===== config.mk =====
export PLATFORM = sky130hd
export DESIGN_NAME = antidroop_cal_ctrl_flat
export DESIGN_NICKNAME = d
export VERILOG_FILES = /design/src/rtl/antidroop_cal_ctrl_if.sv /design/src/rtl/antidroop_cal_ctrl.sv /design/src/flat_wrapper.sv
export SDC_FILE = /design/constraint.sdc
export NUM_CORES = 1
export LEC_CHECK = 0
export ABC_AREA = 1
export CAP_MARGIN = 20
export CORE_ASPECT_RATIO = 0.9
export CORE_UTILIZATION = 48
export DETAILED_ROUTE_END_ITERATION = 8
export PLACE_DENSITY_LB_ADDON = 0.2
export SYNTH_ARGS = -nofsm -noshare
export SYNTH_HDL_FRONTEND = slang
export SYNTH_SLANG_ARGS = --single-unit

===== constraint.sdc =====
create_clock -name clk -period 4.1 [get_ports clk]
set_input_delay 0.615 -clock clk [delete_from_list [all_inputs] [get_ports clk]]
set_output_delay 0.615 -clock clk [all_outputs]
set_load 0.1 [all_outputs]

===== src/rtl/antidroop_cal_ctrl_if.sv =====
// Signal bundle between the anti-droop calibration controller and its
// environment. The controller sits on the slave side; the environment
// (datapath glue or bench) drives from the master side.
// There is no valid/ready handshake: inputs are sampled every rising clk
// edge, and every output is stable between edges.
interface antidroop_cal_ctrl_if #(
  parameter int WIN_W = 12
);
  logic              enable;
  logic              trig;
  logic signed [6:0] target_weight;
  logic [WIN_W-1:0]  win_len;
  logic [7:0]        oflow_thresh;
  logic              oflowDetect;
  logic              clr_flags;
  logic signed [6:0] tapWeight;
  logic              accClr_en;
  logic              busy;
  logic              backoff;
  logic [7:0]        oflow_count;
  logic [1:0]        state_dbg;

  modport master (
    output enable, trig, target_weight, win_len, oflow_thresh, oflowDetect, clr_flags,
    input  tapWeight, accClr_en, busy, backoff, oflow_count, state_dbg
  );

  modport slave (
    input  enable, trig, target_weight, win_len, oflow_thresh, oflowDetect, clr_flags,
    output tapWeight, accClr_en, busy, backoff, oflow_count, state_dbg
  );
endinterface


===== src/rtl/antidroop_cal_ctrl.sv =====
// Anti-droop IIR calibration controller. After each beam trigger it counts
// overflow cycles over a window. Once the window completes, the tap weight
// ramps toward the target while overflow stays within tolerance. It backs
// off toward zero, and then freezes, when the tolerance is exceeded.
module antidroop_cal_ctrl #(
  parameter int RAMP_STEP = 1,
  parameter int WIN_W     = 12
) (
  input logic                 clk,
  input logic                 rst,
  antidroop_cal_ctrl_if.slave bus
);

  typedef enum logic [1:0] {
    IDLE      = 2'd0,
    WAIT_TRIG = 2'd1,
    WINDOW    = 2'd2,
    EVAL      = 2'd3
  } state_t;

  localparam logic signed [7:0] STEP8 = 8'(RAMP_STEP);

  state_t            state_q, state_d;
  logic              s1_q, s1_d, s2_q, s2_d;
  logic [WIN_W-1:0]  win_cnt_q, win_cnt_d;
  logic [7:0]        ocnt_q, ocnt_d;
  logic [7:0]        ocount_q, ocount_d;
  logic signed [6:0] tap_q, tap_d;
  logic              acc_q, acc_d;
  logic              backoff_q, backoff_d;
  logic              freeze_q, freeze_d;

  logic              trig_edge;
  logic [WIN_W-1:0]  win_load;
  logic signed [7:0] w8, t8, up8, dn8, toward_t8, toward_0_8;

  // Clamp an 8-bit intermediate weight into the 7-bit signed range.
  function automatic logic signed [6:0] sat7(input logic signed [7:0] v);
    if (v > 8'sd63)       sat7 = 7'sb0111111;
    else if (v < -8'sd64) sat7 = 7'sb1000000;
    else                  sat7 = v[6:0];
  endfunction

  assign trig_edge = s1_q & ~s2_q;
  assign win_load  = (bus.win_len == '0) ? '0 : bus.win_len - 1'b1;

  // One-step weight candidates: toward the target without overshoot, and toward zero.
  always_comb begin
    w8  = {tap_q[6], tap_q};
    t8  = {bus.target_weight[6], bus.target_weight};
    up8 = w8 + STEP8;
    dn8 = w8 - STEP8;
    toward_t8 = w8;
    if (w8 < t8)      toward_t8 = (up8 > t8) ? t8 : up8;
    else if (w8 > t8) toward_t8 = (dn8 < t8) ? t8 : dn8;
    toward_0_8 = '0;
    if (w8 > 8'sd0)      toward_0_8 = (dn8 < 8'sd0) ? 8'sd0 : dn8;
    else if (w8 < 8'sd0) toward_0_8 = (up8 > 8'sd0) ? 8'sd0 : up8;
  end

  // Next-state, counter and weight update logic for the sequencing FSM.
  always_comb begin
    state_d   = state_q;
    s1_d      = bus.trig;
    s2_d      = s1_q;
    win_cnt_d = win_cnt_q;
    ocnt_d    = ocnt_q;
    ocount_d  = ocount_q;
    tap_d     = tap_q;
    acc_d     = (state_q == WAIT_TRIG);
    backoff_d = backoff_q;
    freeze_d  = freeze_q;

    // Clear first so that a simultaneous back-off below overrides it.
    if (bus.clr_flags) begin
      backoff_d = 1'b0;
      freeze_d  = 1'b0;
    end

    if (!bus.enable) begin
      state_d = IDLE;
    end else begin
      unique case (state_q)
        IDLE: state_d = WAIT_TRIG;
        WAIT_TRIG: begin
          if (trig_edge) begin
            state_d   = WINDOW;
            win_cnt_d = win_load;
            ocnt_d    = '0;
          end
        end
        WINDOW: begin
          if (bus.oflowDetect && (ocnt_q != 8'hFF)) ocnt_d = ocnt_q + 8'd1;
          if (win_cnt_q == '0) state_d = EVAL;
          else                 win_cnt_d = win_cnt_q - 1'b1;
        end
        EVAL: begin
          state_d  = WAIT_TRIG;
          ocount_d = ocnt_q;
          if (ocnt_q > bus.oflow_thresh) begin
            backoff_d = 1'b1;
            freeze_d  = 1'b1;
            tap_d     = sat7(toward_0_8);
          end else if (!freeze_q) begin
            tap_d = sat7(toward_t8);
          end
        end
        default: state_d = IDLE;
      endcase
    end
  end

  // State and datapath registers with asynchronous reset.
  always_ff @(posedge clk or posedge rst) begin
    if (rst) begin
      state_q   <= IDLE;
      s1_q      <= 1'b0;
      s2_q      <= 1'b0;
      win_cnt_q <= '0;
      ocnt_q    <= '0;
      ocount_q  <= '0;
      tap_q     <= '0;
      acc_q     <= 1'b0;
      backoff_q <= 1'b0;
      freeze_q  <= 1'b0;
    end else begin
      state_q   <= state_d;
      s1_q      <= s1_d;
      s2_q      <= s2_d;
      win_cnt_q <= win_cnt_d;
      ocnt_q    <= ocnt_d;
      ocount_q  <= ocount_d;
      tap_q     <= tap_d;
      acc_q     <= acc_d;
      backoff_q <= backoff_d;
      freeze_q  <= freeze_d;
    end
  end

  assign bus.tapWeight   = tap_q;
  assign bus.accClr_en   = acc_q;
  assign bus.busy        = (state_q != IDLE);
  assign bus.backoff     = backoff_q;
  assign bus.oflow_count = ocount_q;
  assign bus.state_dbg   = state_q;

endmodule


===== src/flat_wrapper.sv =====
// flat-port wrapper written by rule: the top's interface ports become plain ports
module antidroop_cal_ctrl_flat 
#(
  parameter int RAMP_STEP = 1,
  parameter int WIN_W     = 12
)
  (clk, rst, bus_enable, bus_trig, bus_target_weight, bus_win_len, bus_oflow_thresh, bus_oflowDetect, bus_clr_flags, bus_tapWeight, bus_accClr_en, bus_busy, bus_backoff, bus_oflow_count, bus_state_dbg);
  antidroop_cal_ctrl_if #(.WIN_W(WIN_W)) bus_i ();
  input logic clk;
  input logic rst;
  input wire logic [$bits(bus_i.enable)-1:0] bus_enable;
  input wire logic [$bits(bus_i.trig)-1:0] bus_trig;
  input wire logic [$bits(bus_i.target_weight)-1:0] bus_target_weight;
  input wire logic [$bits(bus_i.win_len)-1:0] bus_win_len;
  input wire logic [$bits(bus_i.oflow_thresh)-1:0] bus_oflow_thresh;
  input wire logic [$bits(bus_i.oflowDetect)-1:0] bus_oflowDetect;
  input wire logic [$bits(bus_i.clr_flags)-1:0] bus_clr_flags;
  output wire logic [$bits(bus_i.tapWeight)-1:0] bus_tapWeight;
  output wire logic [$bits(bus_i.accClr_en)-1:0] bus_accClr_en;
  output wire logic [$bits(bus_i.busy)-1:0] bus_busy;
  output wire logic [$bits(bus_i.backoff)-1:0] bus_backoff;
  output wire logic [$bits(bus_i.oflow_count)-1:0] bus_oflow_count;
  output wire logic [$bits(bus_i.state_dbg)-1:0] bus_state_dbg;
  assign bus_i.enable = bus_enable;
  assign bus_i.trig = bus_trig;
  assign bus_i.target_weight = bus_target_weight;
  assign bus_i.win_len = bus_win_len;
  assign bus_i.oflow_thresh = bus_oflow_thresh;
  assign bus_i.oflowDetect = bus_oflowDetect;
  assign bus_i.clr_flags = bus_clr_flags;
  assign bus_tapWeight = bus_i.tapWeight;
  assign bus_accClr_en = bus_i.accClr_en;
  assign bus_busy = bus_i.busy;
  assign bus_backoff = bus_i.backoff;
  assign bus_oflow_count = bus_i.oflow_count;
  assign bus_state_dbg = bus_i.state_dbg;
  antidroop_cal_ctrl #(.RAMP_STEP(RAMP_STEP), .WIN_W(WIN_W)) u_core (.clk(clk), .rst(rst), .bus(bus_i));
endmodule

==> impl_metrics.toml <==
[timing]
slew-limit-headroom_pct = 33.7
rsz0062_at_grt = "no"
period_needed_ns = 3.51
fmax_mhz = 285
period_share_pct = 85.7
worst-slew-pin-transition_ns = 0.992
finalWorstSetupSlack_ns = 0.586
slew_viol_final = 0
skew_ns = 0.0118
hold_viol = 0
setup_viol = 0
setup-tns-final_ns = 0

[synthesis]
synth_flop_cell = "dfrtp_1"
syn_nets = 627
syn_area_mm2 = 0.00387
ys_async_sr_fraction_pct = 100
synth-edff-count = 0
netlist_instances = 553
ys_warn_count = 0
avgSynthCellArea_um2 = 7.00
synth_seq_area_share_pct = 27.2
synth_cell_types = 43
ys_seq_elements = 42

[pwr]
power.total_mw = 3.96
power_leakage_nw = 2.27
p_per_area_mw_per_mm2 = 862
ir_drop_v = 0.000760

[worst_setup_path]
arrival_ns = 3.71
start_kind = "flip-flop"
end_kind = "flip-flop"
cp_max_fo = 14
cpMaxStageDelayCell = "dfrtp_1"
crit_chain = "nand4_1, nor2_1, nand3_1, ha_1, inv_1, ha_1, nand2_1, nor2_1, nand2_1, nand2_1, nand2_1, nand2_1, nand2_1, o21ai_0, a21oi_1, nor2_1, nand2_1, nand2_1, a21oi_2"
crit_type = "reg2reg"
required_ns = 4.29
cp_common_cell = "nand2_1"
slowest_delay_ns = 0.59

[layout]
drive_above_1_share_pct = 7.59
post-route-util_pct = 59.9
nets = 679
num-fill-cells = 724
n_antenna_cell = 0
syn2layout_area_growth_pct = 18.6

[place]
io_buffers = 52
place_hpwl_um = 7700
dp_slack_ns = 0.677
place_congestion = 0.898

[global_routing]
grt_antenna_before_repair = 0
grt_max_degree = 24
grt_overflow_total = 0
grt_first_pass_wirelength_um = 16600
grt_pass1_vias = 3606
grt_use_total_pct = 24.3

[routing]
drt_iter0_markers = 138
routed_wl_um = 9730
vias_per_cell = 5.35
first_pass_iters = 4
drc = 0
drt-wirelength-per-cell_um = 13.9
vias = 3759
ant_nets = 0

[floorplan]
dieArea_mm2 = 0.00843
rows = 30
ios = 53
die_x_um = 96.7
die_h_um = 87.2
core_mm2 = 0.00766
start_util_pct = 50.5

[clocking]
root_buffer = "clkbuf_8"
cts_tree = "yes"
cts_setup_buffers = 0
cts.sinks = 42
cts_buffers = 5
cts-resized-gates = 0
clk_latency_ns = 0.30
cts_buffer_depth = 2
ctsHtreeMaxLevel = 2
clk_pin_slew_ns = 0.10
cts_hold_buf = 0

[status]
status = "completed"

[run]
cap_violations = 0

[min_path]
hold_class = "reg2reg"
-- metrics by stage --
| step | instances | hold slack [ns] | cell area, um2 |
|---|---|---|---|
| after global routing | 702 | 0.414 | 4590 |
| after floorplan | 553 | 0.354 | 3870 |
| after global placement | 694 | 0.364 | 4470 |
| after detailed placement | 694 | 0.368 | 4470 |
| final | 702 | 0.390 | 4590 |
| after CTS | 702 | 0.393 | 4590 |
-- layout make-up --
cell class	instances	area (um2)	share of cell area, %
clock buffers	5	68.8	1.50
clock inverters	3	48.8	1.06
inverters	75	282	6.14
multi-input cells	427	2480	54.1
flip-flops and latches	42	1050	22.9
well taps	96	120	2.62
repair buffers	54	536	11.7
-- layout by cell type, fill, tap and decap left out, types with 2 or more instances in the layout --
cell | netlist | final
dfrtp_1 | 42 | 42
o21ai_1 | 2 | 2
clkbuf_8 | 0 | 5
a22o_1 | 3 | 3
nand3_1 | 33 | 33
nor3_2 | 3 | 3
buf_4 | 1 | 2
clkdlybuf4s50_1 | 0 | 52
o22ai_1 | 6 | 6
nand3b_1 | 2 | 2
nor3_1 | 8 | 8
o21a_1 | 2 | 2
a21oi_2 | 7 | 7
xor2_1 | 13 | 13
nand2_1 | 149 | 149
nand4_1 | 6 | 6
a21oi_1 | 28 | 28
o211ai_1 | 12 | 12
nor2_4 | 2 | 2
or2_2 | 2 | 2
nor4_1 | 2 | 2
nand2_2 | 5 | 5
inv_2 | 4 | 4
inv_1 | 70 | 70
mux2_2 | 2 | 2
ha_1 | 41 | 41
a31oi_1 | 3 | 3
nor2_1 | 42 | 42
nor2_2 | 5 | 5
o21ai_0 | 35 | 35
xnor2_1 | 4 | 4
-- critical path, delay by kind of cell, from the launching register on --
| family | cells | cell delay, ns |
|---|---|---|
| buf+inv | 1 | 0.08 |
| simple gates | 13 | 1.72 |
| compound gates | 3 | 0.37 |
| fa+ha+maj | 2 | 0.64 |
| flops | 1 | 0.59 |
-- worst paths after layout --
| path | to | cells after the start | from | slack [ns] |
|---|---|---|---|---|
| min in group asynchronous | u_core.bus.accClr_en | 2 | rst | 0.79 |
| max in group asynchronous | u_core.ocnt_q[6] | 3 | rst | 2.49 |
| worst min-delay path | u_core.s2_q | 0 | u_core.s1_q | 0.39 |
| worst min register to register | u_core.s2_q | 0 | u_core.s1_q | 0.39 |
| worst max-delay path | u_core.bus.tapWeight[5] | 19 | u_core.bus.tapWeight[2] | 0.59 |
| worst max register to register | u_core.bus.tapWeight[5] | 19 | u_core.bus.tapWeight[2] | 0.59 |
-- power breakdown --
| group | internal, mW | total, mW | switching, mW |
|---|---|---|---|
| logic | 0.855 | 2.83 | 1.98 |
| clock network | 0.186 | 0.352 | 0.166 |
| registers | 0.555 | 0.770 | 0.214 |
-- routing by layer --
metal  routed length [um]  track usage (%)
met5                    0                0
met1                 4410             29.8
met4                  167             5.97
met2                 4820             44.7
met3                  324             4.09
-- cell families (layout without fill, tap and decap cells) --
kind of cell               Yosys count  count (layout)  synth area share, %
xor gates and xnor gates            18              18                 4.27
DFF                                 42              42                 27.2
muxes                                2               2                0.582
adders and majority gates           41              41                 13.3
buffers and inverters               84             137                 8.70
AOI/OAI and AO/OA                  101             101                 15.6
and+or+nand+nor                    265             265                 30.5
-- Yosys cell counts (7+ instances only) --
master    instances  area share, %
xor2_1           13            2.9
dfrtp_1          42             27
nand2_1         149             14
nor3_1            8            1.0
o211ai_1         12            2.3
o21ai_0          35            4.5
a21oi_1          28            3.6
a21oi_2           7            1.6
nand3_1          33            4.3
ha_1             41             13
nor2_1           42            4.1
inv_1            70            6.8
-- flip-flops by register name (all words and copies together), names as in the netlist --
signal,count
u_core.bus.tapWeight,7
u_core.bus.backoff,1
u_core.s2_q,1
u_core.ocnt_q,8
u_core.bus.oflow_count,8
u_core.bus.accClr_en,1
u_core.s1_q,1
u_core.freeze_q,1
u_core.bus.state_dbg,2
u_core.win_cnt_q,12
No activity file was read; power rests on OpenSTA's default activity.
